==> src/rtl/hazard_pkg.sv <==
// hazard_pkg
// Shared definitions for the pipeline hazard controller:
//   fwd_sel_t   - operand-mux select encodings (RF / E / M / W result)
//   TUSE_*      - cycles from D until a source operand is consumed
//   TNEW_*      - cycles after entering E until a result is produced
//   sb_entry_t  - one scoreboard stage (source indices, destination, tnew)
//   tnew_dec    - saturating tnew decrement applied as an entry ages
package hazard_pkg;

  localparam int SB_RA_W = 5;

  typedef enum logic [1:0] {
    FWD_RF = 2'd0,
    FWD_E  = 2'd1,
    FWD_M  = 2'd2,
    FWD_W  = 2'd3
  } fwd_sel_t;

  localparam logic [1:0] TUSE_D    = 2'd0;
  localparam logic [1:0] TUSE_E    = 2'd1;
  localparam logic [1:0] TUSE_NONE = 2'd2;
  localparam logic [1:0] TNEW_E    = 2'd1;
  localparam logic [1:0] TNEW_M    = 2'd2;

  typedef struct packed {
    logic [SB_RA_W-1:0] rs;
    logic [SB_RA_W-1:0] rt;
    logic [SB_RA_W-1:0] dst;
    logic [1:0]         tnew;
  } sb_entry_t;

  // A result that already exists stays available; tnew never wraps.
  function automatic logic [1:0] tnew_dec(input logic [1:0] t);
    return (t == 2'd0) ? 2'd0 : t - 2'd1;
  endfunction

endpackage

==> src/rtl/hazard_if.sv <==
// hazard_if
// Bundle between the decode stage and the hazard controller.
//   d_rs/d_rt/d_rd    - register indices of the D instruction (0 = unused)
//   d_tuse/d_tnew     - hazard descriptor of the D instruction
//   stall             - freeze PC and IF/ID, bubble into ID/EX
//   fwd_d_*/fwd_e_*   - operand forwarding selects for D and E muxes
//   fwd_m_rt          - store-data forward from W into M
// master = decode side, slave = hazard controller.
interface hazard_if #(parameter int RA_W = 5);
  import hazard_pkg::*;

  logic [RA_W-1:0] d_rs;
  logic [RA_W-1:0] d_rt;
  logic [RA_W-1:0] d_rd;
  logic [1:0]      d_tuse;
  logic [1:0]      d_tnew;
  logic            stall;
  fwd_sel_t        fwd_d_rs;
  fwd_sel_t        fwd_d_rt;
  fwd_sel_t        fwd_e_rs;
  fwd_sel_t        fwd_e_rt;
  logic            fwd_m_rt;

  modport master (
    output d_rs, d_rt, d_rd, d_tuse, d_tnew,
    input  stall, fwd_d_rs, fwd_d_rt, fwd_e_rs, fwd_e_rt, fwd_m_rt
  );

  modport slave (
    input  d_rs, d_rt, d_rd, d_tuse, d_tnew,
    output stall, fwd_d_rs, fwd_d_rt, fwd_e_rs, fwd_e_rt, fwd_m_rt
  );

endinterface

==> src/rtl/hazard_sb_stage.sv <==
// hazard_sb_stage
// One scoreboard stage register.
//   clk, reset  - rising-edge clock, synchronous active-high clear
//   bubble      - load an all-zero entry instead of entry_i
//   dec_tnew    - age tnew by one cycle (saturating at 0) while loading
//   entry_i     - entry arriving from the previous stage
//   entry_o     - registered entry held by this stage
module hazard_sb_stage
  import hazard_pkg::*;
(
  input  logic      clk,
  input  logic      reset,
  input  logic      bubble,
  input  logic      dec_tnew,
  input  sb_entry_t entry_i,
  output sb_entry_t entry_o
);

  sb_entry_t entry_d;
  sb_entry_t entry_q;

  // Next entry: pass through, optionally aged; a bubble overrides everything.
  always_comb begin
    entry_d = entry_i;
    if (dec_tnew) begin
      entry_d.tnew = tnew_dec(entry_i.tnew);
    end
    if (bubble) begin
      entry_d = '0;
    end
  end

  always_ff @(posedge clk) begin
    if (reset) begin
      entry_q <= '0;
    end else begin
      entry_q <= entry_d;
    end
  end

  assign entry_o = entry_q;

endmodule

==> src/rtl/hazard_ctrl.sv <==
// hazard_ctrl
// Stall / forwarding controller for the five-stage F/D/E/M/W pipeline.
//   clk, reset  - rising-edge clock, synchronous active-high reset
//   hz (slave)  - D-stage hazard descriptor in, stall and forwarding out
// Keeps an E/M/W scoreboard of in-flight destinations and their remaining
// time-to-result; all outputs are combinational from that scoreboard and D.
module hazard_ctrl
  import hazard_pkg::*;
(
  input logic     clk,
  input logic     reset,
  hazard_if.slave hz
);

  sb_entry_t d_entry;
  sb_entry_t e_q;
  sb_entry_t m_q;
  sb_entry_t w_q;
  logic      stall;
  logic      unused_fields;

  // A source stalls when a producer in E or M cannot deliver before use.
  function automatic logic src_hazard(input logic [SB_RA_W-1:0] s,
                                      input logic [1:0] tuse,
                                      input sb_entry_t e,
                                      input sb_entry_t m);
    logic hit;
    hit = 1'b0;
    if (s != '0) begin
      hit = ((s == e.dst) && (e.tnew > tuse)) ||
            ((s == m.dst) && (m.tnew > tuse));
    end
    return hit;
  endfunction

  // Nearest stage whose result already exists wins; W always has its value.
  function automatic fwd_sel_t fwd_d_sel(input logic [SB_RA_W-1:0] s,
                                         input sb_entry_t e,
                                         input sb_entry_t m,
                                         input sb_entry_t w);
    fwd_sel_t sel;
    sel = FWD_RF;
    if (s != '0) begin
      if ((s == e.dst) && (e.tnew == 2'd0)) begin
        sel = FWD_E;
      end else if ((s == m.dst) && (m.tnew == 2'd0)) begin
        sel = FWD_M;
      end else if (s == w.dst) begin
        sel = FWD_W;
      end
    end
    return sel;
  endfunction

  function automatic fwd_sel_t fwd_e_sel(input logic [SB_RA_W-1:0] s,
                                         input sb_entry_t m,
                                         input sb_entry_t w);
    fwd_sel_t sel;
    sel = FWD_RF;
    if (s != '0) begin
      if ((s == m.dst) && (m.tnew == 2'd0)) begin
        sel = FWD_M;
      end else if (s == w.dst) begin
        sel = FWD_W;
      end
    end
    return sel;
  endfunction

  // Pack the D instruction into a scoreboard entry for the E stage.
  always_comb begin
    d_entry      = '0;
    d_entry.rs   = hz.d_rs;
    d_entry.rt   = hz.d_rt;
    d_entry.dst  = hz.d_rd;
    d_entry.tnew = hz.d_tnew;
  end

  // E takes the D instruction or a bubble; M ages E; W only needs dst.
  hazard_sb_stage u_e (
    .clk(clk), .reset(reset), .bubble(stall), .dec_tnew(1'b0),
    .entry_i(d_entry), .entry_o(e_q)
  );

  hazard_sb_stage u_m (
    .clk(clk), .reset(reset), .bubble(1'b0), .dec_tnew(1'b1),
    .entry_i(e_q), .entry_o(m_q)
  );

  hazard_sb_stage u_w (
    .clk(clk), .reset(reset), .bubble(1'b0), .dec_tnew(1'b0),
    .entry_i(m_q), .entry_o(w_q)
  );

  // Stall and all forwarding selects, same cycle as the D inputs.
  always_comb begin
    stall       = src_hazard(hz.d_rs, hz.d_tuse, e_q, m_q) |
                  src_hazard(hz.d_rt, hz.d_tuse, e_q, m_q);
    hz.stall    = stall;
    hz.fwd_d_rs = fwd_d_sel(hz.d_rs, e_q, m_q, w_q);
    hz.fwd_d_rt = fwd_d_sel(hz.d_rt, e_q, m_q, w_q);
    hz.fwd_e_rs = fwd_e_sel(e_q.rs, m_q, w_q);
    hz.fwd_e_rt = fwd_e_sel(e_q.rt, m_q, w_q);
    hz.fwd_m_rt = (m_q.rt != '0) && (m_q.rt == w_q.dst);
  end

  // Fields carried by the shared stage type but not consulted downstream.
  assign unused_fields = ^{m_q.rs, w_q.rs, w_q.rt, w_q.tnew};

endmodule

==> src/flat_wrapper.sv <==
// flat-port wrapper written by rule: the top's interface ports become plain ports
module hazard_ctrl_flat import hazard_pkg::*;
  (clk, reset, hz_d_rs, hz_d_rt, hz_d_rd, hz_d_tuse, hz_d_tnew, hz_stall, hz_fwd_d_rs, hz_fwd_d_rt, hz_fwd_e_rs, hz_fwd_e_rt, hz_fwd_m_rt);
  hazard_if #(.RA_W(5)) hz_i ();
  input logic clk;
  input logic reset;
  input wire logic [$bits(hz_i.d_rs)-1:0] hz_d_rs;
  input wire logic [$bits(hz_i.d_rt)-1:0] hz_d_rt;
  input wire logic [$bits(hz_i.d_rd)-1:0] hz_d_rd;
  input wire logic [$bits(hz_i.d_tuse)-1:0] hz_d_tuse;
  input wire logic [$bits(hz_i.d_tnew)-1:0] hz_d_tnew;
  output wire logic [$bits(hz_i.stall)-1:0] hz_stall;
  output wire logic [$bits(hz_i.fwd_d_rs)-1:0] hz_fwd_d_rs;
  output wire logic [$bits(hz_i.fwd_d_rt)-1:0] hz_fwd_d_rt;
  output wire logic [$bits(hz_i.fwd_e_rs)-1:0] hz_fwd_e_rs;
  output wire logic [$bits(hz_i.fwd_e_rt)-1:0] hz_fwd_e_rt;
  output wire logic [$bits(hz_i.fwd_m_rt)-1:0] hz_fwd_m_rt;
  assign hz_i.d_rs = hz_d_rs;
  assign hz_i.d_rt = hz_d_rt;
  assign hz_i.d_rd = hz_d_rd;
  assign hz_i.d_tuse = hz_d_tuse;
  assign hz_i.d_tnew = hz_d_tnew;
  assign hz_stall = hz_i.stall;
  assign hz_fwd_d_rs = hz_i.fwd_d_rs;
  assign hz_fwd_d_rt = hz_i.fwd_d_rt;
  assign hz_fwd_e_rs = hz_i.fwd_e_rs;
  assign hz_fwd_e_rt = hz_i.fwd_e_rt;
  assign hz_fwd_m_rt = hz_i.fwd_m_rt;
  hazard_ctrl u_core (.clk(clk), .reset(reset), .hz(hz_i));
endmodule
==> config.mk <==
export PLATFORM = sky130hd
export DESIGN_NAME = hazard_ctrl_flat
export DESIGN_NICKNAME = d
export VERILOG_FILES = /design/src/rtl/hazard_pkg.sv /design/src/rtl/hazard_if.sv /design/src/rtl/hazard_sb_stage.sv /design/src/rtl/hazard_ctrl.sv /design/src/flat_wrapper.sv
export SDC_FILE = /design/constraint.sdc
export NUM_CORES = 1
export LEC_CHECK = 0
export ABC_AREA = 1
export CAP_MARGIN = 0
export CORE_ASPECT_RATIO = 1.75
export CORE_MARGIN = 2
export CORE_UTILIZATION = 30
export DETAILED_ROUTE_END_ITERATION = 7
export PLACE_DENSITY = 0.53
export SYNTH_ARGS = -nofsm -noshare
export SYNTH_HDL_FRONTEND = slang
export SYNTH_SLANG_ARGS = --single-unit
==> constraint.sdc <==
create_clock -name clk -period 1.45 [get_ports clk]
set_input_delay 0.29 -clock clk [delete_from_list [all_inputs] [get_ports clk]]
set_output_delay 0.29 -clock clk [all_outputs]
set_load 0.02 [all_outputs]
==> out/metrics.json, run 1 <==
{
  "status": {
    "status": "finished, violations left",
    "violations": "setup timing"
  },
  "pwr": {
    "total_power_mw": 2.97,
    "peakVddDrop_mv": 0.766,
    "p_leak_nw": 1.66,
    "power_density_nw_per_um2": 848
  },
  "detailed_routing": {
    "route.vias.total": 2161,
    "first_pass_iters": 5,
    "postRouteAntennaNets": 0,
    "totalWireLength_mm": 6.53,
    "avgViaCountPerCell": 4.47,
    "drt_first_iter_violations": 53,
    "drc": 0,
    "routed_wire_length_per_instance_um": 13.5
  },
  "placed_design": {
    "dp_slack_ns": -1.15,
    "port-buffer-count": 30,
    "place.detailed.hpwl_mm": 4.67,
    "routability_congestion": 0.784,
    "placed_cells_incl_taps": 466
  },
  "synth": {
    "most_numerous_cell_types_in_the_synthesized_netlist": "sky130_fd_sc_hd__nor2_1 (57), sky130_fd_sc_hd__nand2_1 (54), sky130_fd_sc_hd__inv_1 (52)",
    "synthesis.instances": 296,
    "yosys.area.top_type": "sky130_fd_sc_hd__dfxtp_1",
    "synth_top_area_share_pct": 34.4,
    "synth_most_common_cell": "sky130_fd_sc_hd__nor2_1",
    "synth.yosys.seq_area_share_pct": 34.4,
    "synthesized_area_per_cell_um2": 6.68,
    "synth_cell_type_count": 25,
    "synth_ff_type": "sky130_fd_sc_hd__dfxtp_1",
    "yosys_warnings": 0,
    "ys_ff_latch": 34,
    "mappedNetlistArea_um2": 1980,
    "ys_top_cells_by_area": "sky130_fd_sc_hd__dfxtp_1 (34%), sky130_fd_sc_hd__nor2_1 (11%), sky130_fd_sc_hd__nand2_1 (10%), sky130_fd_sc_hd__inv_1 (9.9%), sky130_fd_sc_hd__xnor2_1 (8.4%)",
    "mappedNetlistNets": 322,
    "synth_enable_flop_cells": 0,
    "asyncSetResetFlopFracSynth_pct": 0
  },
  "clock_tree": {
    "cts.htree.levels": 2,
    "clock-sinks": 34,
    "cts-hold-fix-buffers": 0,
    "tritoncts": "yes",
    "ctsLongestPathBuffers": 2,
    "root_buffer": "sky130_fd_sc_hd__clkbuf_16",
    "cts.reportedPaths.clkPinSlew_ns": 0.05,
    "clock_insertion_delay_worst_skew_ns": 0.28,
    "cts_buffers": 5
  },
  "global_route": {
    "first_pass_grt_wire_length_mm": 10.4,
    "globalRoute.totalOverflow": 0,
    "grt_start_max_net_pins": 18,
    "grt_util_all_layers_pct": 19.2,
    "via_count_of_the_first_global_routing_pass": 2138,
    "antenna_found_initial": 0
  },
  "critical_path": {
    "timing.critical_path.buf_inv": 3,
    "worstPathRequired_ns": 1.16,
    "cp_cell_sequence": "inv_2 > ha_4 > nand2_2 > inv_2 > a21oi_2 > nand4_1 > nand2_1 > nand2_2 > nand2_4 > buf_6",
    "cpMaxStageDelayCell": "sky130_fd_sc_hd__dfxtp_2",
    "worst_path_arrival_ns": 1.58,
    "cp-end-kind": "output pin",
    "crit_start": "u_core.u_m.entry_o[0]$_SDFF_PP0_",
    "reg2reg_from": "u_core.u_m.entry_o[0]$_SDFF_PP0_",
    "critPathTopFamily": "simple AND/OR/NAND/NOR gates",
    "cp_slowest_stage_delay_ns": 0.33,
    "worstPathMaxFanout": 2,
    "setup.worst_path.start_class": "flip-flop",
    "timing.setup.critical_path_class": "reg2out"
  },
  "sta": {
    "grt_setup_unrepaired": "yes",
    "timing.final.max_slew_violations": 0,
    "clock-skew-final_ns": 0.00290,
    "report.final.hold_viol_count": 0,
    "max_freq_ghz": 0.536,
    "timing.final.setup_violations": 27,
    "final.period_utilization_pct": 129,
    "setup-tns-final_ns": -5.24,
    "final.setup.worst_slack_ns": -0.415,
    "max_slew.worst_pin.slew_ns": 0.295,
    "slew-limit-headroom_pct": 80.3,
    "final.min_clock_period_ns": 1.87
  },
  "layout": {
    "nets": 426,
    "final_cells": 483,
    "final_layout_size_suffix_gt1_share_pct": 48.1,
    "layout.core_utilization_pct": 54.4,
    "n_antenna_cell": 0,
    "area_delta_synth_final_pct": 77.2
  },
  "floorplanning": {
    "die_height_um": 111,
    "io_pins": 31,
    "fp.dieW_um": 65.4,
    "initial_core_util_pct": 30.7,
    "die-area_um2": 7280,
    "fp-row-count": 39,
    "fp.coreArea_um2": 6440
  },
  "job": {
    "max_cap_viol_count": 0
  },
  "hold_path": {
    "hp-start": "u_core.u_e.entry_o[3]$_SDFF_PP0_",
    "hold_path_class": "reg2reg"
  }
}
[layer usage]
| layer | share of wire [%] | track usage [%] | vias up |
|---|---|---|---|
| met2 | 60 | 38.6 | 45 |
| met1 | 35 | 18.7 | 992 |
| met5 | 0 | 0 | - |
| met4 | 2.9 | 7.36 | 0 |
| li1 | - | - | 1113 |
| met3 | 2.6 | 2.63 | 11 |
[cells by family after synthesis]
logic type      count (synthesis)  synth area share [%]
compound gates                 24                  7.09
fa+ha+maj                       5                  3.16
xor+xnor                       28                  12.4
buf+inv                        62                  12.3
flops                          34                  34.4
simple gates                  143                  30.6
[flip-flops by register name, indices dropped and copies added, names as in the netlist]
signal and flops:
u_core.u_e.entry_o 17, u_core.u_m.entry_o 12, u_core.u_w.entry_o 5
[area by class of cell]
| cell class | count | area [µm²] |
|---|---|---|
| Fill cell | 652 | 2940 |
| Multi-Input combinational cell | 202 | 1430 |
| Timing Repair Buffer | 104 | 895 |
| Sequential cell | 34 | 728 |
| Inverter | 53 | 204 |
| Clock buffer | 7 | 143 |
| Tap cell | 82 | 103 |
| Clock inverter | 1 | 5.00 |
[worst reg2reg max path, stage by stage (launching register included)]
cell and delay, ns:
sky130_fd_sc_hd__dfxtp_2 0.33, sky130_fd_sc_hd__inv_2 0.04, sky130_fd_sc_hd__ha_4 0.23, sky130_fd_sc_hd__nand2_2 0.07, sky130_fd_sc_hd__inv_2 0.04, sky130_fd_sc_hd__a21oi_2 0.13
sky130_fd_sc_hd__nand4_1 0.11, sky130_fd_sc_hd__nand2_1 0.09, sky130_fd_sc_hd__nand2_2 0.08, sky130_fd_sc_hd__buf_6 0.14, sky130_fd_sc_hd__nand3_4 0.15, sky130_fd_sc_hd__nor2_1 0.06
[report_power, final]
group          switching (mW)  leakage [nW]  internal, mW  total (mW)
clock network           0.409        0.0739         0.681        1.09
registers              0.0598         0.291         0.982        1.04
logic                   0.407          1.30         0.433       0.840
[through the flow]
stage          instance area, µm²  hold WS [ns]
4_1_cts                      3390         0.470
2_1_floorplan                2060         0.391
5_1_grt                      3500         0.478
6_report                     3500         0.457
3_3_place_gp                 2900         0.462
3_5_place_dp                 2900         0.468
[worst paths after layout]
| path | endpoint | slack (ns) | cells after the start |
|---|---|---|---|
| max | hz_stall | -0.42 | 10 |
| min | u_core.u_m.entry_o[3]$_SDFF_PP0_ | 0.46 | 2 |
| max reg2reg | u_core.u_e.entry_o[13]$_SDFF_PP0_ | -0.14 | 11 |
| min reg2reg | u_core.u_m.entry_o[3]$_SDFF_PP0_ | 0.46 | 2 |
[cells in the final DEF (no fill, tap or decap), types with 9 or more instances in the layout]
master and n:
sky130_fd_sc_hd__buf_4 63, sky130_fd_sc_hd__nand2_1 45, sky130_fd_sc_hd__nor2_1 42, sky130_fd_sc_hd__inv_1 37
sky130_fd_sc_hd__buf_6 21, sky130_fd_sc_hd__xnor2_1 17, sky130_fd_sc_hd__inv_2 15, sky130_fd_sc_hd__nor2_2 14
sky130_fd_sc_hd__dfxtp_1 14, sky130_fd_sc_hd__dlygate4sd2_1 12, sky130_fd_sc_hd__dfxtp_2 11, sky130_fd_sc_hd__nand4_1 9
sky130_fd_sc_hd__dfxtp_4 9
[repair_timing]
item,CTS,global route
hold endpoints to repair,0,0
gates resized for setup,156,34
buffers inserted,8,5
cloned,2,0
endpoints found under the setup margin,27,27
pin swaps,44,22
No activity file was read; power rests on OpenSTA's default activity.
==> inputs of run 2 (changes only) <==
CORE_MARGIN = unset   (was 2)
==> out/metrics.json, run 2 (synthesis results as in run 1) <==
{
  "status": {
    "status": "finished, violations left",
    "violations": "setup timing"
  },
  "critical_path": {
    "cp_cell_sequence": "buf_6 > xor2_1 > nor2_1 > nand4_1 > o21ai_1 > nor2_2 > buf_6",
    "worstPathMaxFanout": {"value": 3, "change": "+1"},
    "worst_path_arrival": {"value": 1.59, "unit": "ns", "change": "about the same"},
    "critical_path.most_common_cell": "sky130_fd_sc_hd__buf_6",
    "worstPathRequired": {"value": 1.16, "unit": "ns", "change": "about the same"},
    "cp-end-kind": "output pin",
    "setup.worst_path.start_class": "flip-flop",
    "timing.setup.critical_path_class": "reg2out",
    "cpMaxStageDelayCell": "sky130_fd_sc_hd__dfxtp_4",
    "cp_slowest_stage_delay": {"value": 0.36, "unit": "ns", "change": "+0.03 ns"}
  },
  "layout": {
    "area_delta_synth_final_pct": 73.2,
    "n_antenna_cell": {"value": 0, "change": "unchanged"},
    "nets": {"value": 420, "change": "-1.4%"},
    "layout_common_cells": "sky130_fd_sc_hd__buf_4 (63), sky130_fd_sc_hd__nand2_1 (49), sky130_fd_sc_hd__nor2_1 (42)",
    "final_cells": {"value": 475, "change": "-1.7%"},
    "flip_flop_count_of_the_largest_register_all_copies_and_words_added": {"value": 17, "change": "unchanged"},
    "layout.cells.most_common": "sky130_fd_sc_hd__buf_4",
    "final_layout_size_suffix_gt1_share": {"value": 46.8, "unit": "%", "change": "-1.3 points"}
  },
  "sta": {
    "max_slew.worst_pin.slew": {"value": 0.307, "unit": "ns", "change": "+0.0117 ns"},
    "report.final.hold_viol_count": {"value": 0, "change": "unchanged"},
    "max_freq": {"value": 0.533, "unit": "GHz", "change": "-0.52%"},
    "slew-limit-headroom": {"value": 79.5, "unit": "%", "change": "-0.78 points"},
    "setup-tns-final": {"value": -5.17, "unit": "ns", "change": "+0.0714 ns"},
    "final.period_utilization": {"value": 129, "unit": "%", "change": "+0.67 points"},
    "clock-skew-final": {"value": 0.00840, "unit": "ns", "change": "+0.00550 ns"},
    "grt_setup_unrepaired": "yes",
    "timing.final.setup_violations": {"value": 27, "change": "unchanged"},
    "final.setup.worst_slack": {"value": -0.425, "unit": "ns", "change": "-0.00977 ns"},
    "final.min_clock_period": {"value": 1.88, "unit": "ns", "change": "+0.00977 ns"},
    "timing.final.max_slew_violations": {"value": 0, "change": "unchanged"},
    "fin_worst_hold_slack": {"value": 0.482, "unit": "ns", "change": "+0.0248 ns"}
  },
  "floorplanning": {
    "fp.coreArea": {"value": 6280, "unit": "µm²", "change": "-2.6%"},
    "die-area": {"value": 6930, "unit": "µm²", "change": "-4.8%"},
    "fp.dieW": {"value": 63.4, "unit": "µm", "change": "-3.1%"},
    "initial_core_util": {"value": 31.5, "unit": "%", "change": "+0.81 points"},
    "io_pins": {"value": 31, "change": "unchanged"},
    "die_height": {"value": 109, "unit": "µm", "change": "-1.8%"},
    "fp-row-count": {"value": 38, "change": "-2.6%"}
  },
  "detailed_routing": {
    "postRouteAntennaNets": {"value": 0, "change": "unchanged"},
    "drc": {"value": 0, "change": "unchanged"},
    "routed_wire_length_per_instance": {"value": 13.3, "unit": "µm", "change": "-1.9%"},
    "totalWireLength": {"value": 6.30, "unit": "mm", "change": "-3.5%"},
    "first_pass_iters": {"value": 4, "change": "-1"},
    "route.vias.total": {"value": 2166, "change": "+0.23%"},
    "avgViaCountPerCell": {"value": 4.56, "change": "+1.9%"},
    "drt_first_iter_violations": {"value": 45, "change": "-15%"}
  },
  "clock_tree": {
    "cts_buffers": {"value": 5, "change": "unchanged"},
    "clock_insertion_delay_worst_skew": {"value": 0.29, "unit": "ns", "change": "about the same"},
    "root_buffer": "sky130_fd_sc_hd__clkbuf_8",
    "tritoncts": "yes",
    "clock-sinks": {"value": 34, "change": "unchanged"},
    "cts.reportedPaths.clkPinSlew": {"value": 0.08, "unit": "ns", "change": "+0.03 ns"},
    "ctsLongestPathBuffers": {"value": 2, "change": "unchanged"},
    "cts.htree.levels": {"value": 2, "change": "unchanged"}
  },
  "pwr": {
    "total_power": {"value": 2.92, "unit": "mW", "change": "-1.6%"},
    "peakVddDrop": {"value": 0.714, "unit": "mV", "change": "-6.8%"},
    "power_density": {"value": 854, "unit": "nW/µm²", "change": "+0.65%"},
    "p_leak": {"value": 1.63, "unit": "nW", "change": "-1.6%"}
  },
  "global_route": {
    "first_pass_grt_wire_length": {"value": 10.2, "unit": "mm", "change": "-2.0%"},
    "via_count_of_the_first_global_routing_pass": {"value": 2171, "change": "+1.5%"},
    "globalRoute.totalOverflow": {"value": 0, "change": "unchanged"},
    "antenna_found_initial": {"value": 0, "change": "unchanged"},
    "grt_util_all_layers": {"value": 19.9, "unit": "%", "change": "+0.63 points"},
    "grt_start_max_net_pins": {"value": 18, "change": "unchanged"}
  },
  "job": {
    "max_cap_viol_count": {"value": 0, "change": "unchanged"}
  },
  "placed_design": {
    "place.detailed.hpwl": {"value": 4.63, "unit": "mm", "change": "-0.83%"},
    "placed_cells_incl_taps": {"value": 462, "change": "-0.86%"},
    "port-buffer-count": {"value": 30, "change": "unchanged"},
    "routability_congestion": {"value": 0.855, "change": "+9.2%"}
  },
  "hold_path": {
    "hold_path_class": "in2reg"
  }
}
## run 2: cell count changes in the layout (fill, tap and decap cells not counted), sizes merged
cell    change
buf         -6
bufinv      +2
clkbuf      -2
## run 2: final timing paths
check             cells after the start                             start                                end  slack (ns)
setup / recovery                      7  u_core.u_e.entry_o[2]$_SDFF_PP0_                     hz_fwd_d_rt[1]       -0.43
hold / removal                        4                        hz_d_rs[0]  u_core.u_e.entry_o[12]$_SDFF_PP0_        0.48
setup reg to reg                     10  u_core.u_e.entry_o[0]$_SDFF_PP0_  u_core.u_e.entry_o[11]$_SDFF_PP0_       -0.12
hold reg to reg                       2  u_core.u_e.entry_o[3]$_SDFF_PP0_   u_core.u_m.entry_o[3]$_SDFF_PP0_        0.49
## run 2: critical path, delay by kind of cell (launching register included)
kind	cells	cell delay (ns)
xor gates and xnor gates	1	0.15
and+or+nand+nor	3	0.39
DFF	1	0.36
buffers and inverters	2	0.24
AOI/OAI and AO/OA	1	0.16
## run 2: stage by stage
step | utilization (%) | instance area, µm² | setup slack (ns)
after floorplan | - | 2060 | 0.00269
after global routing | 54.6 | 3420 | -0.527
final | 54.6 | 3420 | -0.425
after global placement | 46.0 | 2890 | -1.14
after CTS | 53.1 | 3330 | -0.428
after detailed placement | 46.0 | 2890 | -1.14
## run 2: report_power, final
group	internal (mW)	leakage (nW)	switching [mW]
registers	0.980	0.290	0.0615
clock network	0.689	0.0683	0.378
logic	0.417	1.28	0.399
## run 2: area by class of cell
| type | instances | area (µm²) |
|---|---|---|
| Timing Repair Buffer | 98 | 827 |
| Clock inverter | 3 | 68.8 |
| Inverter | 53 | 206 |
| Multi-Input combinational cell | 202 | 1430 |
| Tap cell | 80 | 100 |
| Clock buffer | 5 | 68.8 |
| Fill cell | 606 | 2850 |
| Sequential cell | 34 | 727 |
## run 2: metal layers
metal | track usage [%] | part of all wire [%] | vias to the layer above
met1 | 18.1 | 36 | 992
li1 | - | - | 1110
met5 | 0 | 0 | -
met3 | 2.70 | 2.0 | 20
met2 | 38.3 | 55 | 44
met4 | 16.1 | 6.4 | 0
## run 2: what timing repair did
action                                  CTS  global route
pin swaps                                44            29
hold buffers                              0             0
endpoints found under the hold margin     0             0
endpoints found under the setup margin   27            27
gates resized for setup                 154            27
buffers inserted                          3             2
cloned                                    2             0
==> inputs of run 3 (changes only) <==
--- a/config.mk
+++ b/config.mk
@@ -12,3 +12,3 @@
 export DETAILED_ROUTE_END_ITERATION = 7
-export PLACE_DENSITY = 0.53
+export PLACE_DENSITY = 0.52
 export SYNTH_ARGS = -nofsm -noshare
--- a/constraint.sdc
+++ b/constraint.sdc
@@ -3,2 +3,2 @@
 set_output_delay 0.29 -clock clk [all_outputs]
-set_load 0.02 [all_outputs]
+set_load 0.1 [all_outputs]
==> out/metrics.json, run 3 (synthesis results as in run 1) <==
{
  "detailed_routing": {
    "totalWireLength": {"value": 6.45, "unit": "mm", "change": "+2.3%"},
    "drc": {"value": 0, "change": "unchanged"},
    "drt_first_iter_violations": {"value": 44, "change": "-2.2%"},
    "postRouteAntennaNets": {"value": 0, "change": "unchanged"},
    "route.vias.total": {"value": 2159, "change": "-0.32%"},
    "routed_wire_length_per_instance": {"value": 13.7, "unit": "µm", "change": "+3.7%"},
    "first_pass_iters": {"value": 4, "change": "unchanged"},
    "avgViaCountPerCell": {"value": 4.60, "change": "+0.95%"}
  },
  "sta": {
    "max_slew.worst_pin.slew": {"value": 0.318, "unit": "ns", "change": "+0.0109 ns"},
    "timing.final.setup_violations": {"value": 27, "change": "unchanged"},
    "report.final.hold_viol_count": {"value": 0, "change": "unchanged"},
    "final.period_utilization": {"value": 136, "unit": "%", "change": "+7.2 points"},
    "slew-limit-headroom": {"value": 78.8, "unit": "%", "change": "-0.73 points"},
    "final.min_clock_period": {"value": 1.98, "unit": "ns", "change": "+0.104 ns"},
    "fin_worst_hold_slack": {"value": 0.408, "unit": "ns", "change": "-0.0739 ns"},
    "grt_setup_unrepaired": "yes",
    "clock-skew-final": {"value": 0.00608, "unit": "ns", "change": "-0.00232 ns"},
    "timing.final.max_slew_violations": {"value": 0, "change": "unchanged"},
    "final.setup.worst_slack": {"value": -0.529, "unit": "ns", "change": "-0.104 ns"},
    "max_freq": {"value": 0.505, "unit": "GHz", "change": "-5.3%"}
  },
  "layout": {
    "layout_common_cells": "sky130_fd_sc_hd__buf_4 (52), sky130_fd_sc_hd__nand2_1 (38), sky130_fd_sc_hd__inv_1 (37)",
    "flip_flop_count_of_the_largest_register_all_copies_and_words_added": {"value": 17, "change": "unchanged"},
    "final_layout_size_suffix_gt1_share": {"value": 50.9, "unit": "%", "change": "+4.1 points"},
    "area_delta_synth_final_pct": 84.2,
    "area_of_all_placed_cells_without_fillers": {"value": 3640, "unit": "µm²", "change": "+6.4%"},
    "nets": {"value": 414, "change": "-1.4%"},
    "layout.cells.most_common": "sky130_fd_sc_hd__buf_4",
    "n_antenna_cell": {"value": 0, "change": "unchanged"},
    "final_cells": {"value": 469, "change": "-1.3%"}
  },
  "global_route": {
    "grt_util_all_layers": {"value": 20.4, "unit": "%", "change": "+0.50 points"},
    "grt_start_max_net_pins": {"value": 18, "change": "unchanged"},
    "globalRoute.totalOverflow": {"value": 0, "change": "unchanged"},
    "antenna_found_initial": {"value": 0, "change": "unchanged"},
    "first_pass_grt_wire_length": {"value": 10.4, "unit": "mm", "change": "+2.0%"},
    "via_count_of_the_first_global_routing_pass": {"value": 2263, "change": "+4.2%"}
  },
  "clock_tree": {
    "cts_buffers": {"value": 5, "change": "unchanged"},
    "cts.htree.levels": {"value": 2, "change": "unchanged"},
    "root_buffer": "sky130_fd_sc_hd__clkbuf_8",
    "clock-sinks": {"value": 34, "change": "unchanged"},
    "tritoncts": "yes",
    "cts.reportedPaths.clkPinSlew": {"value": 0.07, "unit": "ns", "change": "about the same"},
    "cts-hold-fix-buffers": {"value": 0, "change": "unchanged"},
    "clock_insertion_delay_worst_skew": {"value": 0.29, "unit": "ns", "change": "about the same"},
    "ctsLongestPathBuffers": {"value": 2, "change": "unchanged"}
  },
  "placed_design": {
    "dp_slack": {"value": -0.763, "unit": "ns", "change": "+0.379 ns"},
    "postPlaceCellArea": {"value": 3050, "unit": "µm²", "change": "+5.8%"},
    "port-buffer-count": {"value": 30, "change": "unchanged"},
    "place.detailed.hpwl": {"value": 4.74, "unit": "mm", "change": "+2.4%"},
    "placed_cells_incl_taps": {"value": 452, "change": "-2.2%"},
    "routability_congestion": {"value": 0.865, "change": "+1.2%"}
  },
  "critical_path": {
    "worstPathMaxFanout": {"value": 5, "change": "+2"},
    "setup.worst_path.start_class": "flip-flop",
    "rrSetupSlack": {"value": -0.14, "unit": "ns", "change": "-0.02 ns"},
    "timing.setup.critical_path_class": "reg2out",
    "cp-end-kind": "output pin",
    "worst_reg2reg_path_depth": {"value": 9, "change": "-1"},
    "worstPathRequired": {"value": 1.16, "unit": "ns", "change": "about the same"},
    "worst_path_arrival": {"value": 1.69, "unit": "ns", "change": "+0.10 ns"},
    "reg2reg_from": "u_core.u_m.entry_o[1]$_SDFF_PP0_",
    "critical_path.reg2reg.endpoint": "u_core.u_e.entry_o[6]$_SDFF_PP0_"
  },
  "hold_path": {
    "min_path_cells": {"value": 4, "change": "unchanged"},
    "holdPathEnd": "u_core.u_e.entry_o[12]$_SDFF_PP0_",
    "hp-start": "hz_d_rs[0]",
    "hold_path_class": "in2reg"
  },
  "job": {
    "max_cap_viol_count": {"value": 0, "change": "unchanged"}
  },
  "pwr": {
    "p_leak": {"value": 1.64, "unit": "nW", "change": "+0.24%"},
    "power_density": {"value": 802, "unit": "nW/µm²", "change": "-6.1%"},
    "peakVddDrop": {"value": 0.534, "unit": "mV", "change": "-25%"}
  },
  "floorplanning": {
    "io_pins": {"value": 31, "change": "unchanged"},
    "fp.coreArea": {"value": 6280, "unit": "µm²", "change": "unchanged"},
    "die-area": {"value": 6930, "unit": "µm²", "change": "unchanged"},
    "fp.dieW": {"value": 63.4, "unit": "µm", "change": "unchanged"},
    "fp-row-count": {"value": 38, "change": "unchanged"},
    "initial_core_util": {"value": 31.5, "unit": "%", "change": "unchanged"},
    "die_height": {"value": 109, "unit": "µm", "change": "unchanged"}
  },
  "status": {
    "status": "finished, violations left",
    "violations": "setup timing"
  }
}
## run 3: changes by cell type in the layout (fill, tap and decap cells not counted), moves of 4 or more
cell / before / now
sky130_fd_sc_hd__nor2_4: 3 / 8
sky130_fd_sc_hd__buf_12: 0 / 10
sky130_fd_sc_hd__dlygate4sd2_1: 12 / 7
sky130_fd_sc_hd__nor2_1: 42 / 36
sky130_fd_sc_hd__nand2_1: 49 / 38
sky130_fd_sc_hd__a21oi_2: 9 / 3
sky130_fd_sc_hd__clkdlybuf4s15_1: 0 / 4
sky130_fd_sc_hd__nand2_2: 5 / 12
sky130_fd_sc_hd__buf_6: 15 / 10
sky130_fd_sc_hd__a21oi_4: 0 / 5
sky130_fd_sc_hd__buf_4: 63 / 52
## run 3: worst max-delay path: stages (launching register included)
cell and delay, ns:
sky130_fd_sc_hd__dfxtp_4 0.38, sky130_fd_sc_hd__xor2_2 0.15, sky130_fd_sc_hd__nor3_2 0.24, sky130_fd_sc_hd__nand4_1 0.13, sky130_fd_sc_hd__buf_6 0.15, sky130_fd_sc_hd__a21boi_4 0.16, sky130_fd_sc_hd__buf_12 0.19
## run 3: metrics by stage
stage | TNS, ns | util (%) | power [mW]
after floorplan | -3.01 | - | 1.63
after global routing | -8.47 | 58.0 | 3.09
after detailed placement | -17.68 | 48.6 | 2.02
final | -6.48 | 58.0 | 2.92
after CTS | -6.72 | 53.8 | 2.85
after global placement | -17.60 | 48.6 | 2.02
## run 3: how the worst max path moves through the flow
stage	startpoint	to	slack [ns]	depth (start not counted)
2_1_floorplan	u_core.u_w.entry_o[4]$_SDFF_PP0_	hz_fwd_m_rt	-0.55	4
3_3_place_gp	hz_d_tuse[0]	hz_stall	-0.75	10
3_5_place_dp	hz_d_rs[0]	hz_fwd_d_rs[0]	-0.76	10
4_1_cts	u_core.u_m.entry_o[0]$_SDFF_PP0_	hz_stall	-0.53	10
5_1_grt	u_core.u_w.entry_o[2]$_SDFF_PP0_	hz_fwd_e_rt[1]	-0.60	6
6_report	u_core.u_w.entry_o[2]$_SDFF_PP0_	hz_fwd_e_rt[1]	-0.53	6
## run 3: repair_timing
item,in CTS,in global routing
gates resized for setup,66,67
endpoints found under the hold margin,0,0
setup endpoints to repair,27,27
buffers inserted,4,3
pin swaps,30,30
gates cloned,2,0
## run 3: power breakdown
| group | internal (mW) | total, mW | leakage [nW] | switching, mW |
|---|---|---|---|---|
| Sequential | 0.979 | 1.04 | 0.291 | 0.0617 |
| Combinational | 0.513 | 1.14 | 1.30 | 0.629 |
| Clock | 0.383 | 0.739 | 0.0482 | 0.356 |
## run 3: routing by layer
metal  global-route usage, %  vias up  routed length, µm
met5                       0        -                  0
met4                    15.6        0                442
met3                    3.42       27                141
met2                    39.8       44               3690
met1                    18.0      993               2170
li1                        -     1095                  -
## run 3: layout make-up
cell class / instances / area, µm²
Fill cell: 597 / 2630
Inverter: 53 / 206
Sequential cell: 34 / 729
Multi-Input combinational cell: 202 / 1630
Clock buffer: 7 / 86.3
Tap cell: 80 / 100
Timing Repair Buffer: 92 / 890
Clock inverter: 1 / 5.00
